[src/rtl/ip_daec_8lc_cell_writer.sv]
// ip_daec_8lc_cell_writer
// Maps one encoded IP-DAEC word (IP flag, 22-bit IP word, 49-bit codeword)
// onto 25 eight-level cells and streams them to the array write port,
// CELLS_PER_BEAT cells per beat. A one-word pending buffer lets the next
// word be taken while the active word drains, so words stream back-to-back.
//
// Ports:
//   clk, rst_n          clock, synchronous active-low reset
//   in_valid/in_ready   input handshake (in_ready is combinational from out_ready)
//   in_ip, in_ip_word,
//   in_codeword, in_addr  encoded word and its destination address
//   out_valid/out_ready output beat handshake
//   out_cells           beat cells, lowest-index cell in [2:0]
//   out_addr            address of the word being sent
//   out_beat, out_last  beat index within the word, final-beat flag
//   busy                active or pending word held
//   words_written       saturating count of fully sent words
module ip_daec_8lc_cell_writer #(
    parameter int CELLS_PER_BEAT = 5,
    parameter int ADDR_W         = 16
) (
    input  logic                        clk,
    input  logic                        rst_n,
    input  logic                        in_valid,
    output logic                        in_ready,
    input  logic                        in_ip,
    input  logic [21:0]                 in_ip_word,
    input  logic [48:0]                 in_codeword,
    input  logic [ADDR_W-1:0]           in_addr,
    output logic                        out_valid,
    input  logic                        out_ready,
    output logic [3*CELLS_PER_BEAT-1:0] out_cells,
    output logic [ADDR_W-1:0]           out_addr,
    output logic [4:0]                  out_beat,
    output logic                        out_last,
    output logic                        busy,
    output logic [15:0]                 words_written
);

    localparam int         BEATS     = 25 / CELLS_PER_BEAT;
    localparam int         OUT_W     = 3 * CELLS_PER_BEAT;
    localparam logic [4:0] LAST_BEAT = 5'(BEATS - 1);

    typedef enum logic [0:0] {
        ST_IDLE = 1'b0,
        ST_SEND = 1'b1
    } state_t;

    // Cell k occupies bits [3k+2:3k] of the returned vector.
    function automatic logic [74:0] map_cells(
        input logic        ip,
        input logic [21:0] ip_word,
        input logic [48:0] codeword
    );
        logic [74:0] cells;
        cells = 75'd0;
        for (int k = 0; k < 22; k++) begin
            cells[3*k +: 3] = {ip_word[k], codeword[2*k+8], codeword[2*k+7]};
        end
        cells[68:66] = codeword[6:4];
        cells[71:69] = codeword[3:1];
        cells[74:72] = {1'b0, ip, codeword[0]};
        return cells;
    endfunction

    state_t              state_r;
    logic                pend_valid_r;
    logic [74:0]         pend_cells_r;
    logic [ADDR_W-1:0]   pend_addr_r;
    logic [74:0]         act_cells_r;
    logic [ADDR_W-1:0]   act_addr_r;
    logic [4:0]          beat_r;
    logic                last_r;
    logic [15:0]         words_written_r;

    logic                last_hs_s;
    logic                load_s;
    logic                accept_s;
    logic [4:0]          beat_next_s;

    // Handshake decode: final-beat handshake, pending-to-active load, input accept.
    always_comb begin
        last_hs_s   = 1'b0;
        load_s      = 1'b0;
        beat_next_s = beat_r + 5'd1;
        if (state_r == ST_SEND) begin
            last_hs_s = out_ready & last_r;
        end else begin
            last_hs_s = 1'b0;
        end
        load_s   = pend_valid_r & ((state_r == ST_IDLE) | last_hs_s);
        in_ready = rst_n & (~pend_valid_r | load_s);
        accept_s = in_valid & in_ready;
    end

    // Pending buffer, active word shifter, beat FSM and word counter.
    always_ff @(posedge clk) begin
        if (!rst_n) begin
            state_r         <= ST_IDLE;
            pend_valid_r    <= 1'b0;
            pend_cells_r    <= 75'd0;
            pend_addr_r     <= {ADDR_W{1'b0}};
            act_cells_r     <= 75'd0;
            act_addr_r      <= {ADDR_W{1'b0}};
            beat_r          <= 5'd0;
            last_r          <= 1'b0;
            words_written_r <= 16'd0;
        end else begin
            // A load frees the pending slot; an accept in the same cycle refills it.
            if (accept_s) begin
                pend_valid_r <= 1'b1;
                pend_cells_r <= map_cells(in_ip, in_ip_word, in_codeword);
                pend_addr_r  <= in_addr;
            end else if (load_s) begin
                pend_valid_r <= 1'b0;
            end

            case (state_r)
                ST_IDLE: begin
                    if (load_s) begin
                        state_r     <= ST_SEND;
                        act_cells_r <= pend_cells_r;
                        act_addr_r  <= pend_addr_r;
                        beat_r      <= 5'd0;
                        last_r      <= (LAST_BEAT == 5'd0);
                    end
                end
                ST_SEND: begin
                    if (out_ready) begin
                        if (last_r) begin
                            if (load_s) begin
                                act_cells_r <= pend_cells_r;
                                act_addr_r  <= pend_addr_r;
                                beat_r      <= 5'd0;
                                last_r      <= (LAST_BEAT == 5'd0);
                            end else begin
                                state_r <= ST_IDLE;
                                last_r  <= 1'b0;
                            end
                        end else begin
                            // Shift the next beat's cells down into the output slice.
                            act_cells_r <= act_cells_r >> OUT_W;
                            beat_r      <= beat_next_s;
                            last_r      <= (beat_next_s == LAST_BEAT);
                        end
                    end
                end
                default: begin
                    state_r <= ST_IDLE;
                end
            endcase

            if (last_hs_s && (words_written_r != 16'hFFFF)) begin
                words_written_r <= words_written_r + 16'd1;
            end
        end
    end

    assign out_valid     = (state_r == ST_SEND);
    assign out_cells     = act_cells_r[OUT_W-1:0];
    assign out_addr      = act_addr_r;
    assign out_beat      = beat_r;
    assign out_last      = last_r;
    assign busy          = pend_valid_r | (state_r == ST_SEND);
    assign words_written = words_written_r;

endmodule

[config.mk]
export PLATFORM = sky130hd
export DESIGN_NAME = ip_daec_8lc_cell_writer
export DESIGN_NICKNAME = d
export VERILOG_FILES = /design/src/rtl/ip_daec_8lc_cell_writer.sv
export SDC_FILE = /design/constraint.sdc
export NUM_CORES = 1
export LEC_CHECK = 0
export ABC_CLOCK_PERIOD_IN_PS = 2400
export BUFFER_PORTS_ARGS = -buffer_cell sky130_fd_sc_hd__buf_2
export CAP_MARGIN = 20
export CORE_MARGIN = 2
export CORE_UTILIZATION = 59
export CTS_CLUSTER_SIZE = 25
export DETAILED_ROUTE_END_ITERATION = 12
export PLACE_DENSITY = 0.86
export SKIP_LAST_GASP = 1
export SYNTH_ARGS = -nofsm -noshare
export SYNTH_HDL_FRONTEND = slang
export SYNTH_SLANG_ARGS = --single-unit
export TNS_END_PERCENT = 50
[constraint.sdc]
create_clock -name clk -period 2.4 [get_ports clk]
set_input_delay 0.36 -clock clk [delete_from_list [all_inputs] [get_ports clk]]
set_output_delay 0.36 -clock clk [all_outputs]
set_load 0.1 [all_outputs]
==> summary.txt, run 1 <==
Run status
  • Status: finished, final reports clean

Critical path
  • CP required: 2.04 ns
  • Reg-to-reg startpoint: out_valid
  • R2R cell count: 5
  • Worst Setup Path Type: reg2out
  • R2r endpoint: pend_cells_r[57]
  • Worst EP arrival: 1.55 ns
  • Critical Path Sink: busy
  • CP Capture Type: output pin
  • Worst setup SP type: flip-flop
  • Crit. Startpoint: pend_valid_r
  • R2R Setup Slk: 0.53 ns
  • Worst Path Max Fanout: 6

Drt
  • Pre-antenna DRT Iters: 5
  • Vias per cell: 5.71
  • Initial DRC Count: 725
  • # DRC: 0
  • WL per Instance: 15.4 um
  • Via count: 7067
  • Total routed wirelength: 19.0 mm
  • Detail Route Antenna Nets: 0

Clocking
  • H-tree depth: 1
  • Post-CTS sizing: 0
  • CTS Sinks: 203
  • Clock latency at the later pin of the worst-skew pair: 0.49 ns
  • Longest Clk Path Bufs: 3
  • CTS tree: built
  • Reg clk slew, reported paths: 0.06 ns
  • Hold-fix buffer count after cts: 0
  • Num CTS Buffers: 20
  • Root Buffer: clkbuf_16
  • Post-CTS setup buffer count: 0

Global routing
  • Total track usage: 26.0%
  • Vias in the first global route: 6470
  • Pin count of the biggest net entering global routing: 163
  • Congestion Overflow GR: 0
  • Initial antenna violation count: 2
  • Global-route wire length before repair: 30.8 mm

STA
  • Clock skew: 0.0134 ns
  • Slew Limit Headroom: 50.5%
  • RSZ-0062 raised after global routing: no
  • Final Hold Vio Count: 0
  • Final setup violation count: 0
  • Final min period: 1.91 ns
  • Slew Limit Fails: 0
  • Final TNS setup: 0 ns
  • Final Cycle Share: 79.6%
  • Max frequency: 0.523 GHz
  • Slew @ Worst Pin: 0.743 ns

Power and ir drop
  • Power per cell area: 852 mW/mm^2
  • Power consumption: 7980 uW
  • Maximum vdd drop: 0.488 mV
  • LEAKAGE: 0.00406 uW

Floorplanning
  • Die W: 120 um
  • Die height: 120 um
  • I/O pin count: 148
  • Cell Rows: 42
  • Initial core utilization: 60.0%
  • Die area: 0.0143 mm^2
  • Core box area: 0.0131 mm^2

Yosys
  • Synth warn: 0
  • Syn Inst Count: 952
  • Syn nets: 1047
  • Yosys cell types: 44
  • Yosys top cell by area: dfxtp_1
  • EDFF count, synth: 0
  • #FFs+latches synth: 203
  • Seq/Total Area, Yosys: 51.5%
  • Dominant cells by area after synthesis: dfxtp_1, o21ai_0, nand3_1, a21oi_1, inv_1
  • Fraction of registers with async set/reset: 0%
  • Post-synth top area share: 51.5%
  • Top FF cell, synth: dfxtp_1
  • Post-Syn Area: 0.00789 mm^2
  • Syn Area/Cell: 8.29 um^2

Layout
  • Most frequent cells in the layout: dfxtp_1, o21ai_0, buf_2, nand3_1, inv_1
  • Area of the multi-input gates: 0.00308 mm^2
  • Layout cells sized above 1: 19.9%
  • Finished Core Util: 71.2%
  • Area growth syn-to-layout: 18.6%
  • Finished Cell Area: 0.00936 mm^2
  • Seq. cell area: 0.00407 mm^2
  • Commonest non-fill, non-tap cell in the layout: dfxtp_1
  • Fillcell total: 1042
  • Nets@finish: 1143

Place
  • Number of port buffers: 147
  • Post-DP HPWL: 12.1 mm
  • Gpl congestion: 0.852
  • Dpl cell area: 0.00865 mm^2

Run
  • Max_cap viols: 0

Min path
  • Hold Path Class: in2reg
  • Hold_sp: in_addr[3]
[cell type report]
| class | count | area share, % |
|---|---|---|
| flip-flops and latches | 203 | 43.5 |
| clock inverters | 8 | 1.62 |
| inverters | 95 | 3.81 |
| repair buffers | 166 | 9.84 |
| well taps | 176 | 2.35 |
| diodes | 1 | 0.0267 |
| clock buffers | 27 | 5.95 |
| multi-input cells | 562 | 32.9 |
[routing by layer]
layer	share of wire (%)	track usage, %
met4	3.0	9.04
met5	0.068	0
met2	47	43.6
met3	7.9	4.99
met1	41	33.7
[report_power, final]
group	leakage (uW)	switching [uW]	internal [uW]
registers	0.00167	121	3580
clock network	0.000348	1270	2060
logic	0.00205	681	261
[kinds of logic (layout without fill, tap and decap cells)]
family / Yosys count / in the layout / synth area share (%)
fa+ha+maj: 3 / 3 / 0.476
buf+inv: 187 / 296 / 9.82
flops: 203 / 203 / 51.5
simple gates: 262 / 262 / 16.7
xor+xnor: 4 / 4 / 0.444
mux: 1 / 1 / 0.127
other cells: 0 / 1 / 0
compound gates: 292 / 292 / 20.9
[cell usage after synthesis, types with 2 or more instances]
cell type and number:
a21boi_0 2, a21oi_1 71, a222oi_1 22, a22oi_1 13, a31oi_1 2, and3_1 6
buf_1 4, buf_2 13, buf_4 15, clkbuf_1 60, dfxtp_1 203, ha_1 3
inv_1 94, nand2_1 41, nand2b_1 2, nand3_1 96, nand4_1 5, nor2_1 46
nor3_1 6, o21ai_0 167, o21ai_1 2, o31ai_1 7, or3_1 43, or4_1 7
xnor2_1 2, xor2_1 2
[worst max-delay path, cell delays in order, from the launching register on]
cell	delay [ns]
dfxtp_1	0.46
or2_2	0.17
buf_2	0.43
[flip-flops by register name, indices dropped and copies added (netlist names)]
name and flops:
act_cells_r 75, out_valid 1, out_last 1, out_addr 16, words_written 16, pend_valid_r 1, out_beat 5, pend_addr_r 16
pend_cells_r 72
[stage by stage]
stage                     hold WS [ns]  std cells  setup WS, ns
after floorplan                  0.432        952        0.0312
after global placement           0.437       1202         0.585
after detailed placement         0.446       1202         0.496
after CTS                        0.105       1237         0.487
after global routing             0.122       1237         0.359
final                            0.111       1238         0.488
[how the worst min path moves through the flow]
stage                        to  slack [ns]  cells past startpoint
2_1_floorplan       out_addr[0]        0.43                      2
3_3_place_gp        out_addr[2]        0.44                      2
3_5_place_dp        out_addr[4]        0.45                      2
4_1_cts        pend_cells_r[34]        0.11                      3
5_1_grt        pend_cells_r[23]        0.12                      3
6_report         pend_addr_r[3]        0.11                      3
Power figures use the tool's default switching activity.
==> run 2: changes to the inputs <==
--- a/config.mk
+++ b/config.mk
@@ -5,14 +5,14 @@
 export SDC_FILE = /design/constraint.sdc
 export NUM_CORES = 1
 export LEC_CHECK = 0
-export ABC_CLOCK_PERIOD_IN_PS = 2400
+export ABC_CLOCK_PERIOD_IN_PS = 1700
 export BUFFER_PORTS_ARGS = -buffer_cell sky130_fd_sc_hd__buf_2
 export CAP_MARGIN = 20
 export CORE_MARGIN = 2
-export CORE_UTILIZATION = 59
+export CORE_UTILIZATION = 50
 export CTS_CLUSTER_SIZE = 25
 export DETAILED_ROUTE_END_ITERATION = 12
-export PLACE_DENSITY = 0.86
+export PLACE_DENSITY = 0.78
 export SKIP_LAST_GASP = 1
 export SYNTH_ARGS = -nofsm -noshare
 export SYNTH_HDL_FRONTEND = slang
==> constraint.sdc (replaced) <==
create_clock -name clk -period 1.7 [get_ports clk]
set_input_delay 0.255 -clock clk [delete_from_list [all_inputs] [get_ports clk]]
set_output_delay 0.255 -clock clk [all_outputs]
set_load 0.1 [all_outputs]
==> summary.txt, run 2 (synthesis gave the netlist of run 1 again) <==
Run status
  • Status: finished, violations left
  • Failing checks: negative setup slack

Drt
  • Detail Route Antenna Nets: 0
  • # DRC: 0
  • Initial DRC Count: 663
  • Pre-antenna DRT Iters: 5
  • Vias per cell: 5.51
  • Via count: 7142
  • Total routed wirelength: 20.4 mm
  • WL per Instance: 15.7 um

STA
  • Slew Limit Headroom: 55.9%
  • Final Cycle Share: 102%
  • Final min period: 1.73 ns
  • Clock skew: 0.0137 ns
  • Final worst setup slack: -0.0320 ns
  • Slew Limit Fails: 0
  • Final Hold Vio Count: 0
  • Hold Slack: 0.00789 ns
  • Final setup violation count: 2
  • RSZ-0062 raised after global routing: yes
  • Max frequency: 0.577 GHz
  • Slew @ Worst Pin: 0.660 ns

Layout
  • Ant diodes: 0
  • Most flops, register: act_cells_r
  • Max FFs per register: 75
  • Fillcell total: 1317
  • Area growth syn-to-layout: 26.0%
  • Layout cells sized above 1: 23.7%
  • Commonest non-fill, non-tap cell in the layout: dfxtp_1
  • Finished Cell Area: 0.00994 mm^2
  • Most frequent cells in the layout: dfxtp_1, o21ai_0, buf_2, inv_1, nand3_1
  • Nets@finish: 1172
  • Regs by FF count: act_cells_r (75), pend_cells_r (72)

Critical path
  • CP Capture Type: output pin
  • Worst Setup Path Type: reg2out
  • Worst setup SP type: flip-flop
  • Crit-path max cell delay: 0.34 ns
  • Worst EP arrival: 1.48 ns
  • Slowest library cell on the worst path: dfxtp_4
  • CP required: 1.44 ns
  • CP Cell Sequence: a21boi_4, buf_4, a21oi_4, buf_12
  • Worst Path Max Fanout: 3

Run
  • Max_cap viols: 0

Power and ir drop
  • Maximum vdd drop: 0.828 mV
  • Power per cell area: 1110 mW/mm^2
  • LEAKAGE: 0.00429 uW

Floorplanning
  • Cell Rows: 45
  • I/O pin count: 148
  • Die area: 0.0168 mm^2
  • Die height: 130 um
  • Die W: 130 um
  • Core box area: 0.0153 mm^2
  • Initial core utilization: 51.5%

Clocking
  • Clock latency at the later pin of the worst-skew pair: 0.48 ns
  • CTS Sinks: 203
  • Longest Clk Path Bufs: 3
  • Reg clk slew, reported paths: 0.06 ns
  • Root Buffer: clkbuf_16
  • H-tree depth: 1
  • Num CTS Buffers: 21
  • CTS tree: built
  • Hold-fix buffer count after cts: 0

Global routing
  • Pin count of the biggest net entering global routing: 70
  • Initial antenna violation count: 0
  • Congestion Overflow GR: 0
  • Total track usage: 21.9%
  • Global-route wire length before repair: 30.2 mm
  • Vias in the first global route: 6300

Place
  • Number of port buffers: 147
  • Gpl congestion: 0.830
  • Dpl cell area: 0.00897 mm^2
  • Post-DP HPWL: 12.5 mm

Min path
  • Hold Path Class: in2reg
run 2: power breakdown:
part           switching, uW  internal, uW
registers                159          5030
clock network           1740          2620
logic                   1020           481
run 2: worst max-delay path, delay by kind of cell, from the launching register on:
kind	cells	cell delay (ns)
AOI/OAI and AO/OA	2	0.32
buffers and inverters	2	0.34
DFF	1	0.34
run 2: what timing repair did:
action | CTS | global route
buffers inserted | 4 | 4
setup endpoints to repair | 52 | 151
gates resized for setup | 4 | 25
gates cloned | 1 | 7
pin swaps | 1 | 3
run 2: worst paths after layout:
path                                 startpoint               end  slack [ns]  depth (start not counted)
worst min-delay path             in_codeword[4]  pend_cells_r[66]       0.008                          3
worst min register to register  pend_addr_r[12]      out_addr[12]        0.45                          2
worst max register to register        out_valid  pend_cells_r[42]           0                          9
worst max-delay path                  out_valid          in_ready       -0.03                          4
run 2: area by class of cell:
type                            count  area (um^2)  area share [%]
Inverter                           95          357            3.59
Tap cell                          211          264            2.66
Multi-Input combinational cell    563         3150            31.7
Clock inverter                      2         35.0           0.352
Timing Repair Buffer              193         1400            14.1
Sequential cell                   203         4130            41.5
Clock buffer                       30          611            6.14
run 2: metal layers:
metal	wire (um)	share of wire [%]	global-route usage [%]
met5	0	0	0
met4	354	1.7	5.12
met3	1370	6.7	2.68
met2	9780	48	36.4
met1	8920	44	30.5
run 2: metrics by stage:
stage	setup TNS, ns	instances	power [uW]	util (%)	worst slack, ns
2_1_floorplan	-1.35	952	6280	-	-0.127
3_3_place_gp	-2.05	1249	6630	58.6	-0.0651
3_5_place_dp	-4.86	1249	6660	58.6	-0.163
4_1_cts	-0.0235	1286	11000	63.1	-0.0149
5_1_grt	-3.40	1297	11500	64.9	-0.133
6_report	-0.0366	1297	11000	64.9	-0.0320
==> run 3: changes to the inputs <==
--- a/config.mk
+++ b/config.mk
@@ -9,10 +9,11 @@
 export BUFFER_PORTS_ARGS = -buffer_cell sky130_fd_sc_hd__buf_2
 export CAP_MARGIN = 20
 export CORE_MARGIN = 2
-export CORE_UTILIZATION = 50
+export CORE_UTILIZATION = 52
+export CTS_BUF_LIST = sky130_fd_sc_hd__clkbuf_8
 export CTS_CLUSTER_SIZE = 25
 export DETAILED_ROUTE_END_ITERATION = 12
-export PLACE_DENSITY = 0.78
+export PLACE_DENSITY = 0.8
 export SKIP_LAST_GASP = 1
 export SYNTH_ARGS = -nofsm -noshare
 export SYNTH_HDL_FRONTEND = slang
==> summary.txt, run 3 (synthesis gave the netlist of run 1 again) <==
Critical path
  • Crit. Startpoint: out_valid
  • Worst EP arrival: 1.42 ns
  • Crit-path max cell delay: 0.44 ns
  • Reg-to-reg startpoint: out_valid
  • Worst setup SP type: flip-flop
  • Worst Setup Path Type: reg2out
  • CP Cell Sequence: buf_4, buf_2
  • R2r endpoint: pend_cells_r[31]
  • CP Capture Type: output pin
  • Critical Path Sink: out_valid
  • R2R Setup Slk: 0.04 ns
  • CP required: 1.44 ns
  • Slowest library cell on the worst path: buf_2
  • R2R cell count: 8
  • Worst Path Max Fanout: 8

STA
  • Max frequency: 0.597 GHz
  • Final min period: 1.68 ns
  • Final setup violation count: 0
  • Slew Limit Headroom: 66.2%
  • Clock skew: 0.0195 ns
  • Slew Limit Fails: 0
  • Final Hold Vio Count: 0
  • Slew @ Worst Pin: 0.510 ns
  • Final Cycle Share: 98.5%
  • RSZ-0062 raised after global routing: yes
  • Final TNS setup: 0 ns

Clocking
  • Num CTS Buffers: 35
  • CTS Sinks: 203
  • H-tree depth: 2
  • Clock latency at the later pin of the worst-skew pair: 0.51 ns
  • CTS tree: built
  • Longest Clk Path Bufs: 3
  • Reg clk slew, reported paths: 0.06 ns
  • Root Buffer: clkbuf_8

Global routing
  • Initial antenna violation count: 0
  • Pin count of the biggest net entering global routing: 99
  • Global-route wire length before repair: 32.9 mm
  • Vias in the first global route: 6824
  • Total track usage: 24.9%
  • Congestion Overflow GR: 0

Layout
  • Commonest non-fill, non-tap cell in the layout: dfxtp_1
  • Regs by FF count: act_cells_r (75), pend_cells_r (72)
  • Ant diodes: 0
  • Most frequent cells in the layout: dfxtp_1, o21ai_0, buf_2, inv_1, nand3_1
  • Area growth syn-to-layout: 31.5%
  • Layout Cells excl Fill: 1352
  • Max FFs per register: 75
  • Nets@finish: 1241
  • Most flops, register: act_cells_r
  • Layout cells sized above 1: 23.2%
  • Finished Cell Area: 0.0104 mm^2

Drt
  • Via count: 7534
  • Pre-antenna DRT Iters: 6
  • # DRC: 0
  • Detail Route Antenna Nets: 0
  • Initial DRC Count: 827
  • Total routed wirelength: 21.3 mm
  • WL per Instance: 15.8 um
  • Vias per cell: 5.57

Place
  • Dpl cell area: 0.00892 mm^2
  • Number of port buffers: 147
  • # placed instances: 1227
  • Post-DP HPWL: 12.6 mm
  • Gpl congestion: 0.836

Power and ir drop
  • Maximum vdd drop: 0.570 mV
  • Power per cell area: 1040 mW/mm^2
  • LEAKAGE: 0.00454 uW

Floorplanning
  • Die W: 127 um
  • Initial core utilization: 52.5%
  • Cell Rows: 45
  • Die area: 0.0162 mm^2
  • Core box area: 0.0150 mm^2
  • Die height: 127 um
  • I/O pin count: 148

Run status
  • Status: finished, final reports clean

Min path
  • Hold Path Class: in2reg

Run
  • Max_cap viols: 0
[run 3: power breakdown]
group	switching (uW)	internal [uW]	total, uW
logic	1040	544	1580
registers	155	5030	5180
clock network	1830	2160	3990
total	3020	7740	10800
[run 3: worst min path at each step]
stage	from	endpoint	slack (ns)	cells past startpoint
after floorplan	in_valid	pend_valid_r	0.37	2
after global placement	pend_addr_r[1]	out_addr[1]	0.44	2
after detailed placement	pend_addr_r[3]	out_addr[3]	0.44	2
after CTS	in_ip_word[10]	pend_cells_r[32]	0.0005	3
after global routing	in_ip_word[7]	pend_cells_r[23]	0.004	3
final	in_codeword[29]	pend_cells_r[33]	0.01	3
[run 3: what timing repair did]
action                                 4_1_cts  5_1_grt
hold buffers                                58        1
gates cloned                                 0        6
endpoints found under the hold margin       58        1
resized for setup                            6       14
pin swaps                                    1        5
buffers inserted                             1        5
setup endpoints to repair                    2       90
[run 3: metal layers]
layer  track usage, %  vias up  wire length [um]
met5                0        -                 0
met4             7.69        0               434
met3             4.90       33              1400
met2             41.6      282             10400
met1             32.9     3540              9090
li1                 -     3679                 -
[run 3: cell type report]
class                      count  area (um^2)
sequential                   203         4130
fill                        1169         4660
inverter                      95          357
timing repair buffer         249         1900
tap                          188          235
clock buffer                  41          564
multi-input combinational    562         3140
clock inverter                14         58.8
[run 3: per-stage QoR]
step	hold slack (ns)	total power, uW	setup slack, ns	util, %
floorplan	0.372	6280	-0.127	-
global placement	0.435	6630	-0.0929	59.2
detailed placement	0.442	6660	0.0452	59.4
CTS	0.000487	10700	-0.0554	67.5
global route	0.00369	11200	-0.0606	69.0
finish	0.0125	10800	0.0250	69.0
[run 3: worst max-delay path, delay by kind of cell (launching register included)]
kind / cells / cell delay (ns)
buffers and inverters: 2 / 0.58
DFF: 1 / 0.35
